File: config.mk
export PLATFORM = sky130hd
export DESIGN_NAME = gn_mdl_axis_slv_pkt
export DESIGN_NICKNAME = d
export VERILOG_FILES = /design/src/rtl/gn_mdl_axis_pkg.sv /design/src/rtl/gn_mdl_axis_trdy_gen.sv /design/src/rtl/gn_mdl_axis_slv_pkt.sv
export SDC_FILE = /design/constraint.sdc
export NUM_CORES = 1
export LEC_CHECK = 0
export CORE_ASPECT_RATIO = 1.2
export CORE_UTILIZATION = 40
export CTS_CLUSTER_DIAMETER = 50
export DETAILED_ROUTE_END_ITERATION = 8
export HOLD_SLACK_MARGIN = 0.08
export MAX_ROUTING_LAYER = met4
export SETUP_SLACK_MARGIN = 0.1
export SLEW_MARGIN = 20
export SYNTH_ARGS = -nofsm -noshare
export SYNTH_HDL_FRONTEND = slang
export SYNTH_SLANG_ARGS = --single-unit
File: constraint.sdc
create_clock -name clk -period 6.1 [get_ports clk]
set_input_delay 0.915 -clock clk [delete_from_list [all_inputs] [get_ports clk]]
set_output_delay 0.915 -clock clk [all_outputs]
set_load 0.01 [all_outputs]
File: src/rtl/gn_mdl_axis_pkg.sv
// Shared types and helpers for the AXI4-Stream packet sink model.
package gn_mdl_axis_pkg;

  typedef enum logic [1:0] {
    ALWAYS  = 2'd0,
    RANDOM  = 2'd1,
    PATTERN = 2'd2,
    PKT_GAP = 2'd3
  } trdy_mode_e;

  // Fibonacci taps for x^16+x^14+x^13+x^11 (bits 15,13,12,10)
  localparam logic [15:0] LFSR_TAPS = 16'hB400;

  // Widest tkeep supported (512-bit tdata)
  localparam int unsigned KEEP_MAX = 64;

  function automatic logic [31:0] popcount_keep(input logic [KEEP_MAX-1:0] keep);
    logic [31:0] cnt;
    cnt = '0;
    for (int i = 0; i < KEEP_MAX; i++) begin
      cnt = cnt + 32'(keep[i]);
    end
    return cnt;
  endfunction

endpackage

File: src/rtl/gn_mdl_axis_trdy_gen.sv
// tready gate shaper: ALWAYS / RANDOM (LFSR) / PATTERN (on-off) / PKT_GAP (idle after tlast).
module gn_mdl_axis_trdy_gen
  import gn_mdl_axis_pkg::*;
#(
  parameter int unsigned P_ON_CYC  = 4,
  parameter int unsigned P_OFF_CYC = 2,
  parameter int unsigned P_GAP_CYC = 3,
  parameter logic [15:0] P_SEED    = 16'hACE1
) (
  input  logic       clk,
  input  logic       reset_n,
  input  logic [1:0] mode,
  input  logic [7:0] thr,
  input  logic       tlast_hs,
  output logic       gate
);

  localparam int unsigned PAT_LEN = P_ON_CYC + P_OFF_CYC;
  localparam int unsigned PW      = (PAT_LEN > 2) ? $clog2(PAT_LEN) : 1;
  localparam int unsigned GW      = (P_GAP_CYC > 0) ? $clog2(P_GAP_CYC + 1) : 1;
  localparam logic [15:0] SEED    = (P_SEED == 16'h0000) ? 16'h0001 : P_SEED;

  trdy_mode_e    mode_e;
  logic [15:0]   lfsr_q, lfsr_d;
  logic [PW-1:0] pat_q, pat_d;
  logic [GW-1:0] gap_q, gap_d;
  logic          gate_q, gate_d;

  assign mode_e = trdy_mode_e'(mode);
  assign gate   = gate_q;

  // Pattern and gap counters idle at zero outside their own mode, so entering
  // PATTERN always starts in the ON phase.
  always_comb begin
    lfsr_d = {lfsr_q[14:0], ^(lfsr_q & LFSR_TAPS)};
    pat_d  = '0;
    gap_d  = '0;
    gate_d = 1'b1;
    case (mode_e)
      RANDOM: begin
        gate_d = ({1'b0, lfsr_q[6:0]} < thr);
      end
      PATTERN: begin
        gate_d = (pat_q < PW'(P_ON_CYC));
        pat_d  = (pat_q == PW'(PAT_LEN - 1)) ? '0 : pat_q + PW'(1);
      end
      PKT_GAP: begin
        if (tlast_hs) begin
          gap_d = GW'(P_GAP_CYC);
        end else if (gap_q != '0) begin
          gap_d = gap_q - GW'(1);
        end
        gate_d = (gap_d == '0);
      end
      default: ;
    endcase
  end

  always_ff @(posedge clk or negedge reset_n) begin
    if (!reset_n) begin
      lfsr_q <= SEED;
      pat_q  <= '0;
      gap_q  <= '0;
      gate_q <= 1'b0;
    end else begin
      lfsr_q <= lfsr_d;
      pat_q  <= pat_d;
      gap_q  <= gap_d;
      gate_q <= gate_d;
    end
  end

endmodule

File: src/rtl/gn_mdl_axis_slv_pkt.sv
// Packet-aware AXI4-Stream sink model: circular capture buffer, shaped tready,
// protocol checks and beat/byte/packet statistics.
module gn_mdl_axis_slv_pkt
  import gn_mdl_axis_pkg::*;
#(
  parameter int unsigned P_DWIDTH  = 32,
  parameter int unsigned P_UWIDTH  = 1,
  parameter int unsigned P_DEPTH   = 16,
  parameter int unsigned P_ON_CYC  = 4,
  parameter int unsigned P_OFF_CYC = 2,
  parameter int unsigned P_GAP_CYC = 3,
  parameter logic [15:0] P_SEED    = 16'hACE1
) (
  input  logic                       clk,
  input  logic                       reset_n,
  input  logic [P_DWIDTH-1:0]        rx_axis_tdata,
  input  logic [P_DWIDTH/8-1:0]      rx_axis_tkeep,
  input  logic                       rx_axis_tlast,
  input  logic [P_UWIDTH-1:0]        rx_axis_tuser,
  input  logic                       rx_axis_tvalid,
  output logic                       rx_axis_tready,
  input  logic [1:0]                 cfg_mode,
  input  logic [7:0]                 cfg_rnd_thr,
  input  logic                       rd_en,
  output logic [P_DWIDTH-1:0]        rd_data,
  output logic [P_DWIDTH/8-1:0]      rd_keep,
  output logic                       rd_last,
  output logic [P_UWIDTH-1:0]        rd_user,
  output logic                       rd_empty,
  output logic [$clog2(P_DEPTH):0]   fill_level,
  output logic [31:0]                beat_cnt,
  output logic [31:0]                byte_cnt,
  output logic [31:0]                pkt_cnt,
  output logic                       err_stable,
  output logic                       err_keep,
  input  logic                       err_clr
);

  localparam int unsigned KW = P_DWIDTH / 8;
  localparam int unsigned AW = $clog2(P_DEPTH);
  localparam int unsigned PW = AW + 1;
  localparam int unsigned BW = P_DWIDTH + KW + 1 + P_UWIDTH;

  logic [BW-1:0]       mem_q [P_DEPTH];
  logic [PW-1:0]       wptr_q, wptr_d, rptr_q, rptr_d;
  logic [31:0]         beat_q, beat_d, byte_q, byte_d, pkt_q, pkt_d;
  logic                err_stable_q, err_stable_d, err_keep_q, err_keep_d;
  logic                stall_q;
  logic [P_DWIDTH-1:0] prev_data_q;
  logic [KW-1:0]       prev_keep_q;
  logic                prev_last_q;
  logic [P_UWIDTH-1:0] prev_user_q;

  logic gate, full_c, empty_c, hs_c, pop_c, chg_c, stable_set_c, keep_set_c;

  gn_mdl_axis_trdy_gen #(
    .P_ON_CYC  (P_ON_CYC),
    .P_OFF_CYC (P_OFF_CYC),
    .P_GAP_CYC (P_GAP_CYC),
    .P_SEED    (P_SEED)
  ) u_trdy_gen (
    .clk      (clk),
    .reset_n  (reset_n),
    .mode     (cfg_mode),
    .thr      (cfg_rnd_thr),
    .tlast_hs (hs_c & rx_axis_tlast),
    .gate     (gate)
  );

  assign full_c  = (wptr_q[AW] != rptr_q[AW]) && (wptr_q[AW-1:0] == rptr_q[AW-1:0]);
  assign empty_c = (wptr_q == rptr_q);

  // tready comes from registered state only, never from tvalid
  assign rx_axis_tready = gate & ~full_c;
  assign hs_c           = rx_axis_tvalid & rx_axis_tready;
  assign pop_c          = rd_en & ~empty_c;

  assign {rd_data, rd_keep, rd_last, rd_user} = mem_q[rptr_q[AW-1:0]];
  assign rd_empty   = empty_c;
  assign fill_level = wptr_q - rptr_q;
  assign beat_cnt   = beat_q;
  assign byte_cnt   = byte_q;
  assign pkt_cnt    = pkt_q;
  assign err_stable = err_stable_q;
  assign err_keep   = err_keep_q;

  assign chg_c = (rx_axis_tdata != prev_data_q) | (rx_axis_tkeep != prev_keep_q) |
                 (rx_axis_tlast != prev_last_q) | (rx_axis_tuser != prev_user_q);
  assign stable_set_c = stall_q & (~rx_axis_tvalid | chg_c);
  assign keep_set_c   = hs_c & ((rx_axis_tkeep == '0) | (~rx_axis_tlast & (rx_axis_tkeep != '1)));

  // Next-state for pointers, statistics and sticky errors (set beats clear)
  always_comb begin
    wptr_d       = wptr_q + PW'(hs_c);
    rptr_d       = rptr_q + PW'(pop_c);
    beat_d       = beat_q + 32'(hs_c);
    byte_d       = byte_q;
    pkt_d        = pkt_q + 32'(hs_c & rx_axis_tlast);
    err_stable_d = stable_set_c | (err_stable_q & ~err_clr);
    err_keep_d   = keep_set_c | (err_keep_q & ~err_clr);
    if (hs_c) begin
      byte_d = byte_q + popcount_keep(KEEP_MAX'(rx_axis_tkeep));
    end
  end

  always_ff @(posedge clk) begin
    if (hs_c) begin
      mem_q[wptr_q[AW-1:0]] <= {rx_axis_tdata, rx_axis_tkeep, rx_axis_tlast, rx_axis_tuser};
    end
  end

  always_ff @(posedge clk or negedge reset_n) begin
    if (!reset_n) begin
      wptr_q       <= '0;
      rptr_q       <= '0;
      beat_q       <= '0;
      byte_q       <= '0;
      pkt_q        <= '0;
      err_stable_q <= 1'b0;
      err_keep_q   <= 1'b0;
      stall_q      <= 1'b0;
      prev_data_q  <= '0;
      prev_keep_q  <= '0;
      prev_last_q  <= 1'b0;
      prev_user_q  <= '0;
    end else begin
      wptr_q       <= wptr_d;
      rptr_q       <= rptr_d;
      beat_q       <= beat_d;
      byte_q       <= byte_d;
      pkt_q        <= pkt_d;
      err_stable_q <= err_stable_d;
      err_keep_q   <= err_keep_d;
      stall_q      <= rx_axis_tvalid & ~rx_axis_tready;
      prev_data_q  <= rx_axis_tdata;
      prev_keep_q  <= rx_axis_tkeep;
      prev_last_q  <= rx_axis_tlast;
      prev_user_q  <= rx_axis_tuser;
    end
  end

endmodule

==> out/metrics.cfg, run 1 <==
[timing]
finalSetupViolCount = 0
fin_hold_ws_ns = 0.226
fmax_ghz = 0.214
min_period_over_period_pct = 76.6
slew_viol_final = 0
worst_slack_ns = 1.43
finalSetupTns_ns = 0
fin_crit_ns = 4.67
fin_skew_ns = 0.0243
tightest_slew_ns = 1.11
max-slew-margin-rel_pct = 25.9
rsz0062_at_grt = false
finalHoldViolCount = 0

[setup_path]
critPathLaunch = rptr_q[0]
cp-start-kind = flip-flop
critPathKind = reg2out
rr_worst_depth = 6
cp.required_ns = 5.18
crit_path_frequent_cell = mux4_2
crit_chain = buf_12, mux4_2, mux4_2, clkdlybuf4s50_1
crit_path_end_kind = primary output
worst-path-buf-inv = 2
rr_startpoint = rptr_q[0]
slowest_stage = dfrtp_4
cp_max_fo = 50
r2r_slack_ns = 1.96
worstReg2RegEnd = mem_q[9][13]
cp_top_family = multiplexers
critPathArrivalTime_ns = 3.76
critical_path.max_stage_delay_ns = 0.97

[power_and_ir_drop]
power.leakage_nw = 12.4
power_mw = 15.8
power.density_nw_per_um2 = 437
ir_drop_v = 0.000307

[synthesis]
netlist_area_um2 = 30000
synth.area.top_cells = edfxtp_1, mux4_2, dfrtp_1
synth_edf_count = 608
synth_top_area_share_pct = 60.8
synth_seq_cells = 777
syn_area_per_cell_um2 = 20.6
ys_warn_count = 0
synth_cells = 1456
synthArstFlopShare_pct = 21.8
synth_largest_area_cell = edfxtp_1
synthDistinctLibCells = 42
syn_nets = 1534
dominantRegCellSynth = edfxtp_1
synth.yosys.seq_area_share_pct = 75.0

[cts]
cts_buffers = 82
hold_buffers = 0
clock_latency_ns = 0.62
cts_tree = built
post_cts_resized = 0
clock-sinks = 777
clk_pin_slew_ns = 0.06
root_buffer = clkbuf_16
cts.path.max_buffers = 3
cts_setup_buffers = 0
htreeDepth = 3

[grt]
grt_pass1_vias = 15600
grt_antenna_before_repair = 2
grt_overflow = 0
grt_pass1_wl_um = 102000
grt_usage_pct = 18.9
grt_max_degree = 156

[routing]
wire_per_inst_um = 24.4
viasPerCell = 5.28
drt-total-wl_um = 68000
dr.pass1.iters = 6
ant_nets = 0
drt_iter0_drc = 1011
via_count = 14700
drc = 0

[place]
dp_slack_ns = 1.72
io_buffers = 195
dp_hpwl_um = 37900
gp_congestion = 0.779

[min_path]
hold_path_class = in2async

[layout]
synthToLayoutAreaGrowth_pct = 20.2
utilization_pct = 48.8
final_common_cell = edfxtp_1
drive_gt1_share_pct = 21.5
final_cell_mix = edfxtp_1, clkdlybuf4s50_1, mux4_2, dfrtp_1, clkbuf_16
fillCellCount = 6195
finalNetCount = 1800

[floorplanning]
die_h_um = 302
rows = 109
core_region_area_um2 = 73900
die_w_um = 252
io_pins = 196
fp.dieArea_um2 = 76100
initial_core_util_pct = 40.6

[run]
cap_violations = 0

[status]
outcome = complete, no violations

power breakdown:
group / internal (mW) / switching (mW)
registers: 6.24 / 0.289
clock network: 2.72 / 2.05
logic: 2.30 / 2.17
total: 11.3 / 4.51
stage by stage:
stage / cell area [µm²] / instances
after floorplan: 30000 / 1456
after global placement: 33500 / 2637
after detailed placement: 33500 / 2637
after CTS: 36100 / 2786
after global routing: 36100 / 2788
final: 36100 / 2788
routing by layer:
| metal | vias up | routed length, µm | global-route usage (%) | share of wire, % |
|---|---|---|---|---|
| met5 | - | 0 | - | 0 |
| met4 | 0 | 1170 | 4.99 | 1.7 |
| met3 | 86 | 4800 | 4.31 | 7.1 |
| met2 | 427 | 33800 | 30.3 | 50 |
| met1 | 7854 | 28200 | 24.4 | 42 |
| li1 | 6354 | - | - | - |
layout make-up:
class / count / area, µm² / share of cell area [%]
multi-input combinational: 597 / 7310 / 20.3
sequential: 777 / 22500 / 62.4
tap: 999 / 1250 / 3.46
inverter: 34 / 128 / 0.354
antenna: 2 / 5.00 / 0.0139
clock inverter: 45 / 363 / 1.01
timing repair buffer: 230 / 2270 / 6.29
clock buffer: 104 / 2250 / 6.23
synthesized netlist by cell type (12+ instances only):
| cell type | number |
|---|---|
| and3_1 | 12 |
| clkbuf_1 | 27 |
| dfrtp_1 | 161 |
| edfxtp_1 | 608 |
| ha_1 | 21 |
| inv_1 | 34 |
| mux4_2 | 190 |
| nand2_1 | 40 |
| nand3_1 | 45 |
| nand4_1 | 19 |
| nor2_1 | 36 |
| xnor2_1 | 78 |
| xor2_1 | 64 |
worst register-to-register path, cell delays in order (launching register included):
cell and delay [ns]:
dfrtp_4 0.97, ha_1 0.42, nand4_1 0.14, o211a_1 0.46, nand3b_1 0.40, nor2_4 0.88, buf_4 0.50
state kept, by name, summed over array words and instances, names as in the netlist:
name               count
mem_q                608
beat_cnt              32
byte_cnt              32
pkt_cnt               32
prev_data_q           32
u_trdy_gen.lfsr_q     16
rptr_q                 5
wptr_q                 5
prev_keep_q            4
u_trdy_gen.pat_q       3
u_trdy_gen.gap_q       2
err_keep               1
err_stable             1
prev_last_q            1
prev_user_q            1
stall_q                1
u_trdy_gen.gate        1
worst max path at each step:
| stage | to | cells past startpoint |
|---|---|---|
| floorplan | mem_q[8][0] | 9 |
| global placement | byte_cnt[28] | 10 |
| detailed placement | byte_cnt[28] | 10 |
| CTS | rd_data[6] | 4 |
| global route | rd_last | 4 |
| finish | rd_data[6] | 4 |
kinds of logic (layout without fill, tap and decap cells):
family,count (synthesis),in the layout,share of synthesized area [%]
AO/OA/AOI/OAI,27,27,0.609
XOR/XNOR,142,142,4.14
adder cells (fa/ha/maj),25,25,1.14
buffers and inverters,82,413,1.07
flip-flops,777,777,75.0
multiplexers,194,194,14.4
other,0,2,0
AND/OR/NAND/NOR,209,209,3.69
Power figures use the tool's default switching activity.
==> run 2: changes to the inputs <==
- clock period: 6.1 -> 4.8 ns (I/O delays scaled with it)
==> run 2 against run 1 <==
Compared with the run above:
- clock skew shrank 0.0037 ns
- clock power rose by 33%
- wire length rose by 0.31%
- hold slack worse by 0.033 ns
- via count increased by 0.12%
- die area unchanged
- sequential cell count stayed put
- global-route usage is 0.19 points higher
- critical endpoint is now rx_axis_tready
==> out/metrics.cfg, run 2 (same netlist as run 1, synthesis figures left out) <==
[status]
outcome = complete, no violations

[setup_path]
r2r_slack_ns = 0.99  ; -0.97 ns
crit_path_end = rx_axis_tready
critPathKind = reg2out
crit_cells = 6  ; +2
worstReg2RegEnd = beat_cnt[26]
slowest_stage = o21ai_0
rr_startpoint = rptr_q[2]
crit_chain = clkinv_2, ha_1, nand4_1, o21ai_0, inv_1, clkdlybuf4s50_1
cp.required_ns = 4.08  ; -1.10 ns
critical_path.max_stage_delay_ns = 0.55  ; -0.42 ns
critPathLaunch = rptr_q[2]
critPathArrivalTime_ns = 3.43  ; -0.33 ns
cp_max_fo = 14  ; -72%
worst-path-buf-inv = 3  ; +1
cp-start-kind = flip-flop
rr_worst_depth = 11  ; +5
cp_top_family = buffers and inverters
crit_path_end_kind = primary output

[timing]
fin_crit_ns = 4.15
min_period_over_period_pct = 86.5
finalSetupTns_ns = 0  ; unchanged
tightest_slew_ns = 1.05  ; -0.0534 ns
max-slew-margin-rel_pct = 29.9  ; +4.0 points
finalHoldViolCount = 0  ; unchanged
finalSetupViolCount = 0  ; unchanged
fmax_ghz = 0.241
slew_viol_final = 0  ; unchanged
rsz0062_at_grt = false
fin_skew_ns = 0.0206  ; -0.00365 ns

[grt]
grt_pass1_vias = 16100  ; +2.9%
grt_max_degree = 156  ; unchanged
grt_overflow = 0  ; unchanged
grt_pass1_wl_um = 103000  ; +0.66%
grt_usage_pct = 19.1  ; +0.19 points
grt_antenna_before_repair = 4  ; +2

[floorplanning]
rows = 109  ; unchanged
io_pins = 196  ; unchanged
core_region_area_um2 = 73900  ; unchanged
die_h_um = 302  ; unchanged
die_w_um = 252  ; unchanged
fp.dieArea_um2 = 76100  ; unchanged
initial_core_util_pct = 40.6  ; unchanged

[layout]
final_common_cell = edfxtp_1
stdcell_count = 2821  ; +1.2%
utilization_pct = 49.3  ; +0.53 points
finalNetCount = 1826  ; +1.4%
fillCellCount = 6179  ; -0.26%
largest_register_ffs = 608  ; unchanged
final_design_area_no_fill_um2 = 36500  ; +1.1%
final_cell_mix = edfxtp_1, clkdlybuf4s50_1, mux4_2, dfrtp_1, clkbuf_16
synthToLayoutAreaGrowth_pct = 21.5
drive_gt1_share_pct = 22.3  ; +0.79 points

[routing]
via_count = 14700  ; +0.12%
viasPerCell = 5.22  ; -1.0%
drc = 0  ; unchanged
wire_per_inst_um = 24.2  ; -0.86%
drt-total-wl_um = 68200  ; +0.31%
dr.pass1.iters = 5  ; -1
drt_iter0_drc = 928  ; -8.2%
ant_nets = 0  ; unchanged

[power_and_ir_drop]
power.density_nw_per_um2 = 560  ; +28%
power.leakage_nw = 12.6  ; +1.7%
ir_drop_v = 0.000495  ; +61%
power_mw = 20.4  ; +30%

[place]
gp_congestion = 0.826  ; +6.1%
place_inst = 2662  ; +0.95%
io_buffers = 195  ; unchanged
dp_hpwl_um = 39700  ; +4.7%
placed_area_um2 = 33700  ; +0.83%

[min_path]
hold_path_class = in2async

[cts]
root_buffer = clkbuf_16
clock-sinks = 777  ; unchanged
hold_buffers = 0  ; unchanged
clk_pin_slew_ns = 0.06  ; about the same
cts_setup_buffers = 0  ; unchanged
cts_tree = built
cts.path.max_buffers = 3  ; unchanged
clock_latency_ns = 0.62  ; about the same
post_cts_resized = 0  ; unchanged
cts_buffers = 83  ; +1.2%
htreeDepth = 3  ; unchanged

[run]
cap_violations = 0  ; unchanged

## run 2: routing by layer
layer	vias to the layer above	track usage [%]	share of wire, %
li1	6391	-	-
met1	7838	24.1	42
met2	433	31.0	50
met3	77	4.33	6.2
met4	0	5.45	1.9
met5	-	-	0
## run 2: layout make-up
class                           count  area [µm²]  area share (%)
Multi-Input combinational cell    597        7330            20.1
Inverter                           34         129           0.353
Clock inverter                     43         442            1.21
Antenna cell                        4        10.0          0.0275
Timing Repair Buffer              255        2520            6.90
Clock buffer                      112        2280            6.25
Tap cell                          999        1250            3.43
Sequential cell                   777       22500            61.7
## run 2: how the worst min path moves through the flow
stage / from / to / slack [ns] / cells past startpoint
4_1_cts: reset_n / beat_cnt[6] / 0.22 / 1
3_5_place_dp: u_trdy_gen.lfsr_q[8] / u_trdy_gen.lfsr_q[9] / 0.34 / 0
6_report: reset_n / beat_cnt[28] / 0.19 / 1
5_1_grt: reset_n / beat_cnt[28] / 0.26 / 1
3_3_place_gp: u_trdy_gen.lfsr_q[14] / u_trdy_gen.lfsr_q[15] / 0.34 / 0
2_1_floorplan: u_trdy_gen.lfsr_q[8] / u_trdy_gen.lfsr_q[9] / 0.33 / 0
## run 2: stage by stage
stage / hold WS, ns / setup WS (ns)
2_1_floorplan: 0.331 / 0.217
3_3_place_gp: 0.339 / 1.06
3_5_place_dp: 0.337 / 0.978
4_1_cts: 0.216 / 0.533
5_1_grt: 0.260 / 0.415
6_report: 0.193 / 0.650
## run 2: power by group
part | switching [mW] | internal [mW] | leakage, nW | total [mW]
registers | 0.331 | 7.92 | 7.65 | 8.25
logic | 2.86 | 2.98 | 3.59 | 5.83
clock network | 2.60 | 3.73 | 1.32 | 6.34
